### config.mk
export PLATFORM = sky130hd
export DESIGN_NAME = instr_encoder_loader_flat
export DESIGN_NICKNAME = d
export VERILOG_FILES = /design/src/rtl/instr_encoder_loader_pkg.sv /design/src/rtl/instr_encoder_loader_if.sv /design/src/rtl/instr_encoder_loader_sync_fifo.sv /design/src/rtl/instr_encoder_loader.sv /design/src/flat_wrapper.sv
export SDC_FILE = /design/constraint.sdc
export NUM_CORES = 1
export LEC_CHECK = 0
export BUFFER_PORTS_ARGS = -buffer_cell sky130_fd_sc_hd__buf_2
export CAP_MARGIN = 20
export CORE_ASPECT_RATIO = 1.5
export CORE_MARGIN = 2
export CORE_UTILIZATION = 35
export CTS_CLUSTER_SIZE = 24
export DETAILED_ROUTE_END_ITERATION = 6
export PLACE_DENSITY = 0.51
export REMOVE_ABC_BUFFERS = 1
export SYNTH_ARGS = -nofsm -noshare
export SYNTH_HDL_FRONTEND = slang
export SYNTH_SLANG_ARGS = --single-unit
### constraint.sdc
create_clock -name clk -period 9.77 [get_ports clk]
set_clock_uncertainty 0.2 [all_clocks]
set_input_delay 0.4885 -clock clk [delete_from_list [all_inputs] [get_ports clk]]
set_output_delay 0.4885 -clock clk [all_outputs]
set_load 0.005 [all_outputs]
### src/rtl/instr_encoder_loader_pkg.sv
// instr_encoder_loader_pkg: LEGv8 op kinds, opcode constants and the instruction encoder
package instr_encoder_loader_pkg;
  typedef enum logic [2:0] {OP_ADD, OP_SUB, OP_AND, OP_ORR, OP_LDUR, OP_STUR, OP_CBZ, OP_ILL} op_kind_t;
  localparam logic [10:0] OPC_ADD  = 11'b10001011000;
  localparam logic [10:0] OPC_SUB  = 11'b11001011000;
  localparam logic [10:0] OPC_AND  = 11'b10001010000;
  localparam logic [10:0] OPC_ORR  = 11'b10101010000;
  localparam logic [10:0] OPC_LDUR = 11'b11111000010;
  localparam logic [10:0] OPC_STUR = 11'b11111000000;
  localparam logic [7:0]  OPC_CBZ  = 8'b10110100;
  function automatic logic [31:0] encode_instr(op_kind_t op, logic [4:0] rd, logic [4:0] rn,
                                               logic [4:0] rm, logic [18:0] imm);
    logic [10:0] opc;
    opc = op == OP_SUB ? OPC_SUB : op == OP_AND ? OPC_AND : op == OP_ORR ? OPC_ORR :
          op == OP_LDUR ? OPC_LDUR : op == OP_STUR ? OPC_STUR : OPC_ADD;
    return op == OP_CBZ ? {OPC_CBZ, imm, rd} :
           (op == OP_LDUR || op == OP_STUR) ? {opc, imm[8:0], 2'b00, rn, rd} :
           {opc, rm, 6'b0, rn, rd};
  endfunction
endpackage

### src/rtl/instr_encoder_loader_if.sv
// instr_encoder_loader_if: request side and instruction-memory write side of the loader
interface instr_encoder_loader_if #(parameter int ADDR_W = 6);
  logic              in_valid, in_ready, in_last;
  logic [2:0]        in_op;
  logic [4:0]        in_rd, in_rn, in_rm;
  logic [18:0]       in_imm;
  logic              mem_ready, mem_we;
  logic [ADDR_W-1:0] mem_waddr;
  logic [31:0]       mem_wdata;
  logic              done, err_ovf, err_ill;
  modport master(output in_valid, in_op, in_rd, in_rn, in_rm, in_imm, in_last, mem_ready,
                 input in_ready, mem_we, mem_waddr, mem_wdata, done, err_ovf, err_ill);
  modport slave(input in_valid, in_op, in_rd, in_rn, in_rm, in_imm, in_last, mem_ready,
                output in_ready, mem_we, mem_waddr, mem_wdata, done, err_ovf, err_ill);
endinterface

### src/rtl/instr_encoder_loader_sync_fifo.sv
// sync_fifo: single-clock FIFO with registered occupancy count
module sync_fifo #(
  parameter int WIDTH = 32,
  parameter int DEPTH = 4
) (
  input  logic                       clk,
  input  logic                       reset,
  input  logic                       push,
  input  logic                       pop,
  input  logic [WIDTH-1:0]           din,
  output logic [WIDTH-1:0]           dout,
  output logic                       full,
  output logic                       empty,
  output logic [$clog2(DEPTH):0]     count
);
  localparam int AW = $clog2(DEPTH);
  localparam int CW = AW + 1;
  logic [WIDTH-1:0] mem_q [DEPTH];
  logic [AW-1:0] wp_q, wp_d, rp_q, rp_d;
  logic [CW-1:0] cnt_q, cnt_d;
  logic do_push, do_pop;
  always_comb begin
    do_push = push && !full;
    do_pop  = pop && !empty;
    wp_d    = wp_q + AW'(do_push);
    rp_d    = rp_q + AW'(do_pop);
    cnt_d   = cnt_q + CW'(do_push) - CW'(do_pop);
  end
  always_ff @(posedge clk) begin
    if (reset) begin
      wp_q  <= '0;
      rp_q  <= '0;
      cnt_q <= '0;
    end else begin
      wp_q  <= wp_d;
      rp_q  <= rp_d;
      cnt_q <= cnt_d;
    end
  end
  always_ff @(posedge clk) if (do_push) mem_q[wp_q] <= din;
  assign full  = cnt_q == CW'(DEPTH);
  assign empty = cnt_q == '0;
  assign count = cnt_q;
  assign dout  = mem_q[rp_q];
endmodule

### src/rtl/instr_encoder_loader.sv
// instr_encoder_loader: encodes LEGv8 requests and streams them into instruction memory
module instr_encoder_loader
  import instr_encoder_loader_pkg::*;
#(
  parameter int ADDR_W     = 6,
  parameter int FIFO_DEPTH = 4
) (
  input logic                   clk,
  input logic                   reset,
  instr_encoder_loader_if.slave bus
);
  localparam int CW = $clog2(FIFO_DEPTH) + 1;
  localparam logic [ADDR_W:0] MEM_WORDS = {1'b1, {ADDR_W{1'b0}}};
  logic [ADDR_W-1:0] waddr_q, waddr_d;
  logic [ADDR_W:0]   acc_q, acc_d;
  logic drain_q, drain_d, done_q, done_d, ovf_q, ovf_d, ill_q, ill_d;
  logic accept, legal, push, pop, full, empty;
  logic [CW-1:0] count;
  logic [31:0] word, head;
  always_comb begin
    accept  = bus.in_valid && bus.in_ready;
    legal   = op_kind_t'(bus.in_op) != OP_ILL;
    push    = accept && legal;
    pop     = bus.mem_we && bus.mem_ready;
    word    = encode_instr(op_kind_t'(bus.in_op), bus.in_rd, bus.in_rn, bus.in_rm, bus.in_imm);
    // drain completes once the FIFO is (or is about to become) empty; pushes are blocked meanwhile
    done_d  = drain_q && (empty || (pop && count == CW'(1)));
    drain_d = done_d ? 1'b0 : drain_q || (accept && bus.in_last);
    waddr_d = done_d ? '0 : waddr_q + ADDR_W'(pop);
    acc_d   = done_d ? '0 : acc_q + (ADDR_W + 1)'(push);
    ovf_d   = ovf_q || (push && acc_q + 1'b1 == MEM_WORDS);
    ill_d   = ill_q || (accept && !legal);
  end
  always_ff @(posedge clk) begin
    if (reset) begin
      waddr_q <= '0;
      acc_q   <= '0;
      drain_q <= 1'b0;
      done_q  <= 1'b0;
      ovf_q   <= 1'b0;
      ill_q   <= 1'b0;
    end else begin
      waddr_q <= waddr_d;
      acc_q   <= acc_d;
      drain_q <= drain_d;
      done_q  <= done_d;
      ovf_q   <= ovf_d;
      ill_q   <= ill_d;
    end
  end
  sync_fifo #(.WIDTH(32), .DEPTH(FIFO_DEPTH)) u_fifo (
    .clk(clk), .reset(reset), .push(push), .pop(pop), .din(word),
    .dout(head), .full(full), .empty(empty), .count(count)
  );
  assign bus.in_ready  = !reset && !full && !ovf_q && !drain_q;
  assign bus.mem_we    = !reset && !empty;
  assign bus.mem_wdata = empty ? 32'h0 : head;
  assign bus.mem_waddr = waddr_q;
  assign bus.done      = done_q;
  assign bus.err_ovf   = ovf_q;
  assign bus.err_ill   = ill_q;
endmodule

### src/flat_wrapper.sv
// flat-port wrapper written by rule: the top's interface ports become plain ports
module instr_encoder_loader_flat import instr_encoder_loader_pkg::*;
#(
  parameter int ADDR_W     = 6,
  parameter int FIFO_DEPTH = 4
)
  (clk, reset, bus_in_valid, bus_in_op, bus_in_rd, bus_in_rn, bus_in_rm, bus_in_imm, bus_in_last, bus_mem_ready, bus_in_ready, bus_mem_we, bus_mem_waddr, bus_mem_wdata, bus_done, bus_err_ovf, bus_err_ill);
  instr_encoder_loader_if #(.ADDR_W(ADDR_W)) bus_i ();
  input logic clk;
  input logic reset;
  input wire logic [$bits(bus_i.in_valid)-1:0] bus_in_valid;
  input wire logic [$bits(bus_i.in_op)-1:0] bus_in_op;
  input wire logic [$bits(bus_i.in_rd)-1:0] bus_in_rd;
  input wire logic [$bits(bus_i.in_rn)-1:0] bus_in_rn;
  input wire logic [$bits(bus_i.in_rm)-1:0] bus_in_rm;
  input wire logic [$bits(bus_i.in_imm)-1:0] bus_in_imm;
  input wire logic [$bits(bus_i.in_last)-1:0] bus_in_last;
  input wire logic [$bits(bus_i.mem_ready)-1:0] bus_mem_ready;
  output wire logic [$bits(bus_i.in_ready)-1:0] bus_in_ready;
  output wire logic [$bits(bus_i.mem_we)-1:0] bus_mem_we;
  output wire logic [$bits(bus_i.mem_waddr)-1:0] bus_mem_waddr;
  output wire logic [$bits(bus_i.mem_wdata)-1:0] bus_mem_wdata;
  output wire logic [$bits(bus_i.done)-1:0] bus_done;
  output wire logic [$bits(bus_i.err_ovf)-1:0] bus_err_ovf;
  output wire logic [$bits(bus_i.err_ill)-1:0] bus_err_ill;
  assign bus_i.in_valid = bus_in_valid;
  assign bus_i.in_op = bus_in_op;
  assign bus_i.in_rd = bus_in_rd;
  assign bus_i.in_rn = bus_in_rn;
  assign bus_i.in_rm = bus_in_rm;
  assign bus_i.in_imm = bus_in_imm;
  assign bus_i.in_last = bus_in_last;
  assign bus_i.mem_ready = bus_mem_ready;
  assign bus_in_ready = bus_i.in_ready;
  assign bus_mem_we = bus_i.mem_we;
  assign bus_mem_waddr = bus_i.mem_waddr;
  assign bus_mem_wdata = bus_i.mem_wdata;
  assign bus_done = bus_i.done;
  assign bus_err_ovf = bus_i.err_ovf;
  assign bus_err_ill = bus_i.err_ill;
  instr_encoder_loader #(.ADDR_W(ADDR_W), .FIFO_DEPTH(FIFO_DEPTH)) u_core (.clk(clk), .reset(reset), .bus(bus_i));
endmodule
* Word-level counts from Yosys, hierarchy flattened
Memory sizes are Yosys's and may differ from the RTL's. A register that Yosys moved wholly into a read port is not among the register bits. Cells that the tools add are included.
Word-level totals: input port bits 42, output and inout port bits 43, flip-flop bits (word level) 24, memories 1, word-level logic and storage cells 65, RAM bits 128
Memory list:
- u_core.u_fifo.mem_q | depth 4, width 32, read ports 1, clocked after Yosys merged registers in 1, wr ports 1, RTL line instr_encoder_loader_sync_fifo.sv:18 | logic [WIDTH-1:0] mem_q [DEPTH];
Cells by class: equal/unequal tests 10, add/subtract/negate cells 7, reductions and logical operators 27, multiplexer cells 11
Operator list (count):
- 32-bit 2-to-1 mux | 2
- 11-bit 2-to-1 mux | 4
- 21-bit 2-to-1 mux | 1
- 1-bit logical AND | 14
- 3-bit == test (second input constant) | 4
- 10-bit 2-to-1 mux | 1
- 7-bit by 1-bit adder with 7-bit output | 1
- 7-bit by 1-bit adder with 7-bit output (second input constant) | 1
- 7-bit == test (second input constant) | 1
- 6-bit by 1-bit adder with 6-bit output | 1
- 3-bit by 1-bit == test with 1-bit output (second input constant) | 2
- 3-bit by 2-bit == test with 1-bit output (second input constant) | 2
- 1-bit zero test | 6
- 1-bit logical OR | 5
- 2-bit by 1-bit adder with 2-bit output | 2
- 3-bit by 1-bit adder with 3-bit output | 1
- 3-bit zero test | 1
- 3-bit inequality test (second input constant) | 1
- 3-bit by 1-bit subtractor with 3-bit output | 1
- 1-bit 2-to-1 mux | 2
- 2-bit 2-to-1 mux | 1
- 2-bit OR reduction | 1

* Longest topological paths before layout
Gate-level depths: netlist (run 1).
depth after elaboration 10, gate-level depth with buffers 12, depth with buffers taken out 11

* By module
A second synthesis (run 1) with hierarchy kept.
Unflattened totals: cells, all modules 385, area total of the unflattened synthesis 6381.1 µm²
Modules (own cells, without submodules):
- sync_fifo | instances 1, area an instance 5019.8 µm², cells an instance 203, seq. area each 3983.8 µm²
- instr_encoder_loader | instances 1, area an instance 1361.3 µm², cells an instance 182, seq. area each 340.3 µm²

* Worst setup path before layout (run 1)
Ideal clock, no wire load.
path type input to register, start input reset, end memory u_core.u_fifo.mem_q[1][0], enable pin, path buffers 0, required time 9.106 ns, cell stages on the path 4, setup slack 5.707 ns, setup time 0.464 ns, arrival time 3.398 ns, path through nor4b_4 and3_4 inv_2 nor3b_1
On the way: word-level cells in the longest chain between the ends 9
RTL lines:
- start, declared | RTL line flat_wrapper.sv:10 | input logic reset;
- 1-bit zero test | RTL line instr_encoder_loader.sv:55 | assign bus.in_ready = !reset && !full && !ovf_q && !drain_q;
- 1-bit logical AND (3 in series) | RTL line instr_encoder_loader.sv:55
- 1-bit logical AND | RTL line instr_encoder_loader.sv:21 | accept = bus.in_valid && bus.in_ready;
- 1-bit logical AND | RTL line instr_encoder_loader.sv:23 | push = accept && legal;
- 1-bit logical AND | RTL line instr_encoder_loader_sync_fifo.sv:23 | do_push = push && !full;
- 1-bit 2-to-1 mux | RTL line instr_encoder_loader_sync_fifo.sv:40 | always_ff @(posedge clk) if (do_push) mem_q[wp_q] <= din;
- 1-bit 2-to-1 mux (implied by the code) | RTL line instr_encoder_loader_sync_fifo.sv:40
- end, declared | RTL line instr_encoder_loader_sync_fifo.sv:18
No other way between the ends.

==> impl_metrics.tcl, run 1 <==
set metrics [dict create \
    status "finished, final reports clean" \
    grt_pass1_vias 3676 \
    cts_buffers 17 \
    synthFlopType "edfxtp_1" \
    postCtsSetupRepairBufs 0 \
    place_congestion 0.755 \
    met2_length_mm 6.74 \
    numPortBuffers 84 \
    grt_pass1_wl_mm 20.5 \
    min_path_type "input pin to flip-flop" \
    hold_path.startpoint "bus_in_rd[2]" \
    holdBufCountCts 0 \
    fillers 1601 \
    worstMarginPinSlew_ns 0.912 \
    route.top_layer_used "met4" \
    area_growth_pct 20.5 \
    multi_input_area_mm2 0.00185 \
    cpPeakStageDelay_ns 0.71 \
    ys_seq_area_share_pct 68.5 \
    powerDensity_mw_per_mm2 229 \
    ys_seq_elements 148 \
    wl_per_cell_um 18.6 \
    startpoint "u_core.u_fifo.rp_q[0]$_SDFF_PP0_" \
    finalMaxSlewViolations 0 \
    design.die.area_mm2 0.0186 \
    grt_util_all_layers_pct 14.5 \
    synth.cell_area_mm2 0.00614 \
    start_util_pct 35.5 \
    hold_viol 0 \
    cts.clk_slew.worst_paths_ns 0.06 \
    wirelength_mm 13.0 \
    die_width_um 112 \
    min_period_ns 3.15 \
    worstSetupEndpointType "output port" \
    power_uw 1700 \
    synth-edff-count 124 \
    drtIter0Drc 208 \
    setup_viol 0 \
    final_cells 698 \
    drt-pass1-iter-count 4 \
    critPathBufInv 2 \
    crit_path_cell_trace "buf_4 -> mux4_2 -> nor2b_1 -> buf_2" \
    cpLargestDelayFamily "flip-flops" \
    peakVddDrop_uv 91.8 \
    synth.area.top_cells "edfxtp_1 (61%), mux4_2 (11%), dfxtp_1 (7.8%)" \
    grt_overflow_total 0 \
    clock-root-buffer "clkbuf_16" \
    cp-start-kind "flip-flop" \
    cts_resized 0 \
    avgSynthCellArea_um2 16.2 \
    critPathArrivalTime_ns 2.47 \
    yosysWarnings 0 \
    crit_required_ns 9.08 \
    row_count 59 \
    antenna_found_initial 1 \
    io_pins 85 \
    drtAntennaViolNets 0 \
    synth_top_cell_by_area "edfxtp_1" \
    htree_levels 4 \
    hpwl_mm 8.20 \
    fmax_ghz 0.317 \
    rsz0062_at_grt "false" \
    synth_top_area_share_pct 60.7 \
    synth_common_cells "edfxtp_1 (124), nor2b_1 (40), mux4_2 (31)" \
    async_flop_share_pct 0 \
    maxSlewHeadroom_pct 39.2 \
    place_inst 665 \
    netlist_instances 378 \
    clk_latency_ns 0.41 \
    fin_crit_sh_pct 32.3 \
    fin_nets 522 \
    ys_types 39 \
    vias 3427 \
    route.met3.wl_um 632 \
    grt_max_degree 33 \
    cts_sinks 148 \
    critPathKind "flip-flop to output port" \
    seqCellArea_mm2 0.00421 \
    cts_buffer_depth 2 \
    viasPerCell 4.91 \
    drc 0 \
    cts_tree "yes" \
    p_leak_uw 0.00265 \
    cpMaxStageDelayCell "dfxtp_2" \
    tns_ns 0 \
    synth_most_common_cell "edfxtp_1" \
    met1Wirelength_mm 5.42 \
    maxCapViolations 0 \
    drive_gt1_share_pct 34.1 \
    die_y_um 166 \
    core_area_mm2 0.0173 \
    reg2reg_from "u_core.u_fifo.count[2]$_SDFF_PP0_" \
    cp_max_fo 18 \
]
state kept, by name, summed over array words and instances (netlist names):
signal                cells
u_core.bus.err_ill        1
u_core.bus.mem_waddr      6
u_core.u_fifo.count       3
u_core.u_fifo.rp_q        2
u_core.u_fifo.mem_q     124
u_core.drain_q            1
u_core.bus.err_ovf        1
u_core.acc_q              7
u_core.u_fifo.wp_q        2
u_core.bus.done           1
final timing paths:
check                                             end  slack [ns]  cells after the start
setup / recovery                    bus_mem_wdata[22]        6.62                      4
hold / removal    u_core.u_fifo.mem_q[0][2]$_DFFE_PP_        0.09                      1
setup reg to reg    u_core.u_fifo.count[2]$_SDFF_PP0_        6.96                     11
hold reg to reg         u_core.bus.err_ill$_SDFF_PP0_        0.25                      2
stage by stage:
stage          instance area [um^2]  hold WS, ns  utilization, %  setup WS [ns]
4_1_cts                        7400       0.0702            42.8           6.49
3_5_place_dp                   6820        0.235            39.5           6.77
5_1_grt                        7400       0.0840            42.8           6.40
2_1_floorplan                  6060        0.236               -           5.71
3_3_place_gp                   6820        0.238            39.5           6.83
6_report                       7400       0.0920            42.8           6.62
layout make-up:
| class | instances | area share, % |
|---|---|---|
| diodes | 1 | 0.0338 |
| inverters | 9 | 0.457 |
| clock inverters | 14 | 2.05 |
| repair buffers | 90 | 6.29 |
| clock buffers | 18 | 5.80 |
| multi-input cells | 205 | 24.9 |
| well taps | 213 | 3.60 |
| flip-flops and latches | 148 | 56.8 |
power breakdown:
part	internal [uW]	switching [uW]	total, uW
combinational	155	165	320
clock	378	255	633
sequential	719	24.3	743
metal layers:
| layer | vias to the layer above | GRT usage [%] |
|---|---|---|
| li1 | 1615 | - |
| met1 | 1706 | 17.7 |
| met2 | 90 | 24.8 |
| met3 | 16 | 3.61 |
| met4 | 0 | 5.41 |
| met5 | - | 0 |
layout by cell type (no fill, tap or decap), types with 3 or more instances in the layout:
cell type	synthesis	routed
clkbuf_16	0	17
a21oi_1	13	13
nand2b_1	7	7
buf_2	4	84
dfxtp_1	24	23
nor2b_1	40	40
o21ai_0	4	4
inv_6	0	4
clkinvlp_4	0	5
nand2_1	19	19
o22ai_1	5	5
xnor2_1	5	5
and2_1	11	11
mux2i_1	5	5
inv_1	7	7
and2b_1	4	4
nand3_1	8	8
nor2_1	17	17
xor2_1	5	5
or3_1	3	3
ha_1	8	8
mux4_2	31	31
buf_4	3	6
edfxtp_1	124	124
cells by family after synthesis:
| family | Yosys count | synth area share, % |
|---|---|---|
| adder cells (fa/ha/maj) | 9 | 1.96 |
| buffers and inverters | 25 | 1.79 |
| AO/OA/AOI/OAI | 26 | 2.51 |
| multiplexers | 36 | 12.2 |
| AND/OR/NAND/NOR | 124 | 11.6 |
| XOR/XNOR | 10 | 1.43 |
| flip-flops | 148 | 68.5 |
Power figures use the tool's default switching activity.
==> run 2, diff against run 1 <==
Settings changed: PLACE_DENSITY 0.51 to 0.53.
Clock period 9.77 ns to 2.6 ns, I/O delays scaled along.
==> impl_metrics.tcl, run 2 (synthesized netlist as in run 1, its figures left out) <==
set metrics [dict create \
    fmax_ghz 0.394 \
    wl_per_cell_um 18.5 \
    wirelength_mm 13.7 \
    status "finished, final reports clean" \
    die_y_um 166 \
    start_util_pct 35.5 \
    final_cell_mix "edfxtp_1 (124), buf_2 (83), nor2b_1 (40)" \
    cpPeakStageDelay_ns 0.39 \
    grt_util_all_layers_pct 15.3 \
    critPathKind "flip-flop to flip-flop" \
    reg2reg_depth 11 \
    drive_gt1_share_pct 36.4 \
    core_area_mm2 0.0173 \
    drtAntennaViolNets 0 \
    met1Wirelength_mm 5.55 \
    regToRegSetupSlack_ns 0.06 \
    maxSlewHeadroom_pct 43.4 \
    place_inst 681 \
    critPathArrivalTime_ns 2.67 \
    pre_cts_ws_ns 0.0309 \
    p_leak_uw 0.00291 \
    grt_overflow_total 0 \
    drtIter0Drc 209 \
    cts_sinks 148 \
    finalMaxSlewViolations 0 \
    cts_buffers 17 \
    final_cells 741 \
    hold_depth 3 \
    htree_levels 4 \
    setup_viol 0 \
    crit_path_cell_trace "or3b_4 -> and3_4 -> inv_4 -> ha_4 -> inv_2 -> ha_4 -> inv_2 -> fa_2 -> xor2_2 -> and2_1 -> nor3_1" \
    vias 3675 \
    grt_max_degree 33 \
    hpwl_mm 8.98 \
    regToRegEndpoint "u_core.u_fifo.count[2]$_SDFF_PP0_" \
    io_pins 85 \
    cp_max_fo 2 \
    area_growth_pct 29.6 \
    fin_nets 567 \
    reg2reg_from "u_core.u_fifo.count[0]$_SDFF_PP0_" \
    cts.clk_slew.worst_paths_ns 0.06 \
    met2_length_mm 7.43 \
    holdPathEnd "u_core.u_fifo.mem_q[3][15]$_DFFE_PP_" \
    drt-pass1-iter-count 4 \
    design.die.area_mm2 0.0186 \
    grt_pass1_vias 3852 \
    place_congestion 0.751 \
    route.met3.wl_um 555 \
    die_width_um 112 \
    clock-root-buffer "clkbuf_16" \
    regMostFlops "u_core.u_fifo.mem_q" \
    fin_crit_sh_pct 97.7 \
    cts_buffer_depth 2 \
    cts_tree "yes" \
    worstSetupEndpointType "flip-flop" \
    worstMarginPinSlew_ns 0.849 \
    largest_register_ffs 124 \
    row_count 59 \
    clk_latency_ns 0.41 \
    viasPerCell 4.96 \
    peakVddDrop_uv 687 \
    antenna_found_initial 0 \
    maxCapViolations 0 \
    critPathBufInv 3 \
    powerDensity_mw_per_mm2 841 \
    drc 0 \
    hold_viol 0 \
    min_path_type "input pin to flip-flop" \
    power_uw 6690 \
    route.top_layer_used "met4" \
    numPortBuffers 84 \
    finalWorstSetupSlack_ns 0.0605 \
    final_common_cell "edfxtp_1" \
    grt_pass1_wl_mm 21.3 \
    hold_path.startpoint "bus_in_imm[10]" \
    cp-start-kind "flip-flop" \
    cpLargestDelayFamily "simple AND/OR/NAND/NOR gates" \
    cpMaxStageDelayCell "or3b_4" \
    crit_required_ns 2.73 \
    antennaDiodeCount 0 \
    min_period_ns 2.54 \
]
run 2: cell types whose count changed in the layout (fill, tap and decap cells not counted), sizes merged:
cell / change
inv: -4
diode: -1
clkinvlp: -5
bufinv: +2
dlygate4sd3: +26
clkbuf: +1
buf: +19
clkinv: +5
run 2: layout make-up:
class                   instances  area (um^2)
fillers                      1533         9320
flip-flops and latches        148         4210
multi-input cells             205         1890
repair buffers                135          946
clock buffers                  19          433
well taps                     213          267
clock inverters                12          163
inverters                       9         36.3
run 2: where the power goes:
group	switching, uW	internal [uW]	total (uW)
registers	62.6	2700	2770
clock network	881	1580	2470
logic	723	734	1460
total	1670	5020	6690
run 2: timing repair:
action / CTS / global route
setup endpoints to repair: 0 / 1
gates resized for setup: 0 / 17
hold buffers: 26 / 0
endpoints found under the hold margin: 91 / 0
buffers inserted: 0 / 4
run 2: stage by stage:
stage	util [%]	cell area, um^2	setup TNS, ns	hold WS (ns)
2_1_floorplan	-	6060	-125.67	-0.000934
3_3_place_gp	40.6	7010	0	0.146
3_5_place_dp	40.6	7010	0	0.159
4_1_cts	45.6	7870	0	0.00331
5_1_grt	46.0	7950	-0.00679	0.0268
6_report	46.0	7950	0	0.0180
run 2: worst max-delay path by stage:
stage / startpoint / slack [ns] / cells past startpoint / endpoint
CTS: u_core.u_fifo.count[2]$_SDFF_PP0_ / 0.01 / 11 / u_core.u_fifo.count[2]$_SDFF_PP0_
floorplan: u_core.u_fifo.count[1]$_SDFF_PP0_ / -1.39 / 11 / u_core.u_fifo.count[2]$_SDFF_PP0_
detailed placement: u_core.u_fifo.count[1]$_SDFF_PP0_ / 0.03 / 11 / u_core.u_fifo.count[2]$_SDFF_PP0_
finish: u_core.u_fifo.count[0]$_SDFF_PP0_ / 0.06 / 11 / u_core.u_fifo.count[2]$_SDFF_PP0_
global route: u_core.drain_q$_SDFF_PP0_ / -0.007 / 11 / u_core.u_fifo.count[2]$_SDFF_PP0_
global placement: u_core.u_fifo.count[1]$_SDFF_PP0_ / 0.08 / 11 / u_core.u_fifo.count[2]$_SDFF_PP0_
run 2: worst register-to-register path, cell delays in order, from the launching register on:
cell,delay [ns]
dfxtp_2,0.32
or3b_4,0.39
and3_4,0.20
inv_4,0.06
ha_4,0.19
inv_2,0.06
ha_4,0.11
inv_2,0.03
fa_2,0.40
xor2_2,0.19
and2_1,0.16
nor3_1,0.16
run 2: metal layers:
| layer | vias to the layer above | track usage (%) |
|---|---|---|
| met5 | - | 0 |
| met4 | 0 | 4.88 |
| met3 | 12 | 4.34 |
| met2 | 101 | 27.0 |
| met1 | 1861 | 17.9 |
| li1 | 1701 | - |
==> run 3, diff against run 2 <==
Settings changed: ABC_AREA set to 1.
==> impl_metrics.tcl, run 3 <==
set metrics [dict create \
    status "complete, but fails checks" \
    violations "DRC" \
    area_growth_pct 27.2 \
    powerDensity_mw_per_mm2 856 \
    viasPerCell 4.77 \
    synth_top_area_share_pct 60.4 \
    fin_area_mm2 0.00784 \
    grt_overflow_total 0 \
    peakVddDrop_uv 432 \
    core_area_mm2 0.0173 \
    antennaDiodeCount 0 \
    place_inst 849 \
    tns_ns 0 \
    final_cell_mix "nor2_1 (157), edfxtp_1 (124), buf_2 (84)" \
    critPathBufInv 2 \
    grt_pass1_wl_mm 22.4 \
    synth_top_cell_by_area "edfxtp_1" \
    rsz0062_at_grt "false" \
    regMostFlops "u_core.u_fifo.mem_q" \
    die_y_um 167 \
    grt_max_degree 64 \
    ys_types 30 \
    synth-edff-count 124 \
    maxCapViolations 0 \
    avgSynthCellArea_um2 10.9 \
    antenna_found_initial 0 \
    clk_latency_ns 0.41 \
    yosysWarnings 0 \
    cts_tree "yes" \
    worstSetupEndpointType "output port" \
    critPathKind "flip-flop to output port" \
    grt_pass1_vias 4237 \
    cts_sinks 148 \
    cts_buffers 17 \
    worstMarginPinSlew_ns 0.730 \
    maxSlewHeadroom_pct 51.3 \
    fin_nets 741 \
    place_area_mm2 0.00690 \
    cts_resized 0 \
    wirelength_mm 14.4 \
    largest_register_ffs 124 \
    cpMaxStageDelayCell "buf_4" \
    cpLargestDelayFamily "buffers and inverters" \
    drtIter0Drc 207 \
    setup_viol 0 \
    finalMaxSlewViolations 0 \
    synth_common_cells "nor2_1 (157), edfxtp_1 (124), o21ai_0 (62)" \
    die_width_um 112 \
    crit_path_cell_trace "buf_4 -> nor2_1 -> nor2_1 -> o21ai_1 -> a21oi_1 -> buf_2" \
    reg2reg_depth 11 \
    cts_buffer_depth 2 \
    final_cells 916 \
    place_congestion 0.733 \
    synth_most_common_cell "nor2_1" \
    crit_end "bus_mem_wdata[28]" \
    min_path_type "input pin to flip-flop" \
    cp-start-kind "flip-flop" \
    htree_levels 4 \
    hold_ws_ns 0.0220 \
    hold_viol 0 \
    critPathArrivalTime_ns 2.10 \
    path_depth 6 \
    ys_seq_elements 148 \
    design.die.area_mm2 0.0187 \
    drc 3 \
    cts.clk_slew.worst_paths_ns 0.06 \
    cp_max_fo 63 \
    grt_util_all_layers_pct 15.7 \
    crit_required_ns 2.27 \
    vias 4367 \
    synthFlopType "edfxtp_1" \
    fin_crit_sh_pct 93.4 \
    postCtsSetupRepairBufs 0 \
    async_flop_share_pct 0 \
    start_util_pct 35.7 \
    row_count 59 \
    synth.area.top_cells "edfxtp_1 (60%), nor2_1 (9.6%), dfxtp_1 (7.8%)" \
    drive_gt1_share_pct 20.1 \
    startpoint "u_core.u_fifo.rp_q[0]$_SDFF_PP0_" \
    fmax_ghz 0.412 \
    hpwl_mm 8.42 \
    wl_per_cell_um 15.7 \
    regToRegSetupSlack_ns 0.28 \
    clock-root-buffer "clkbuf_16" \
    io_pins 85 \
    final_util_pct 45.4 \
    numPortBuffers 84 \
    path_common_cell "nor2_1" \
    ys_seq_area_share_pct 68.2 \
    final_common_cell "nor2_1" \
    min_period_ns 2.43 \
    regToRegEndpoint "u_core.u_fifo.count[2]$_SDFF_PP0_" \
    reg2reg_from "u_core.u_fifo.count[1]$_SDFF_PP0_" \
    p_leak_uw 0.00306 \
    cpPeakStageDelay_ns 0.58 \
    netlist_instances 566 \
    drtAntennaViolNets 0 \
    synth.cell_area_mm2 0.00617 \
    drt-pass1-iter-count 7 \
]
run 3: changes by cell type in the layout (fill, tap and decap cells not counted), sizes merged, moves of 24 or more:
cell	delta
mux4	-31
o21ai	+69
nor2	+142
a21oi	+24
nor2b	-40
inv	+42
run 3: power by group:
group	internal, uW	total (uW)	switching, uW
clock	1440	2420	979
sequential	2710	2760	54.8
combinational	565	1530	970
total	4710	6710	2000
run 3: worst min path at each step:
stage,slack (ns),depth (start not counted),from,end
global route,0.02,3,bus_in_imm[0],u_core.u_fifo.mem_q[1][12]$_DFFE_PP_
detailed placement,0.14,2,reset,u_core.bus.err_ill$_SDFF_PP0_
CTS,0.002,3,bus_in_rm[1],u_core.u_fifo.mem_q[1][17]$_DFFE_PP_
finish,0.02,3,bus_in_imm[7],u_core.u_fifo.mem_q[3][12]$_DFFE_PP_
floorplan,-0.0009,1,reset,u_core.bus.err_ill$_SDFF_PP0_
global placement,0.14,2,reset,u_core.bus.err_ill$_SDFF_PP0_
run 3: layer usage:
| layer | track usage [%] | vias up | routed length, um |
|---|---|---|---|
| li1 | - | 2182 | - |
| met1 | 18.7 | 2072 | 6310 |
| met2 | 27.7 | 103 | 7340 |
| met3 | 3.78 | 10 | 584 |
| met4 | 5.09 | 0 | 152 |
| met5 | 0 | - | 0 |
run 3: cells by family after synthesis:
logic type,Yosys count,share of synthesized area (%)
and+or+nand+nor,213,14.1
buffers and inverters,71,4.89
xor gates and xnor gates,8,1.14
AOI/OAI and AO/OA,117,9.74
adders and majority gates,9,1.95
DFF,148,68.2
run 3: metrics by stage:
stage / power [uW] / setup slack (ns)
2_1_floorplan: 3590 / -0.905
3_3_place_gp: 4310 / 0.348
6_report: 6710 / 0.172
5_1_grt: 7060 / 0.0451
3_5_place_dp: 4330 / 0.277
4_1_cts: 6800 / 0.184
run 3: worst min-delay path: cells and delay by family:
kind | cells | cell delay, ns
AO/OA/AOI/OAI | 1 | 0.14
buffers and inverters | 2 | 0.15
run 3: cell type report:
cell class | count | area (um^2)
clock buffers | 17 | 425
clock inverters | 15 | 168
fillers | 1613 | 9430
inverters | 44 | 165
multi-input cells | 347 | 1680
flip-flops and latches | 148 | 4210
well taps | 213 | 267
repair buffers | 132 | 931
run 3: timing repair:
action | 4_1_cts | 5_1_grt
hold buffers | 33 | 2
endpoints found under the setup margin | 0 | 0
endpoints found under the hold margin | 107 | 4
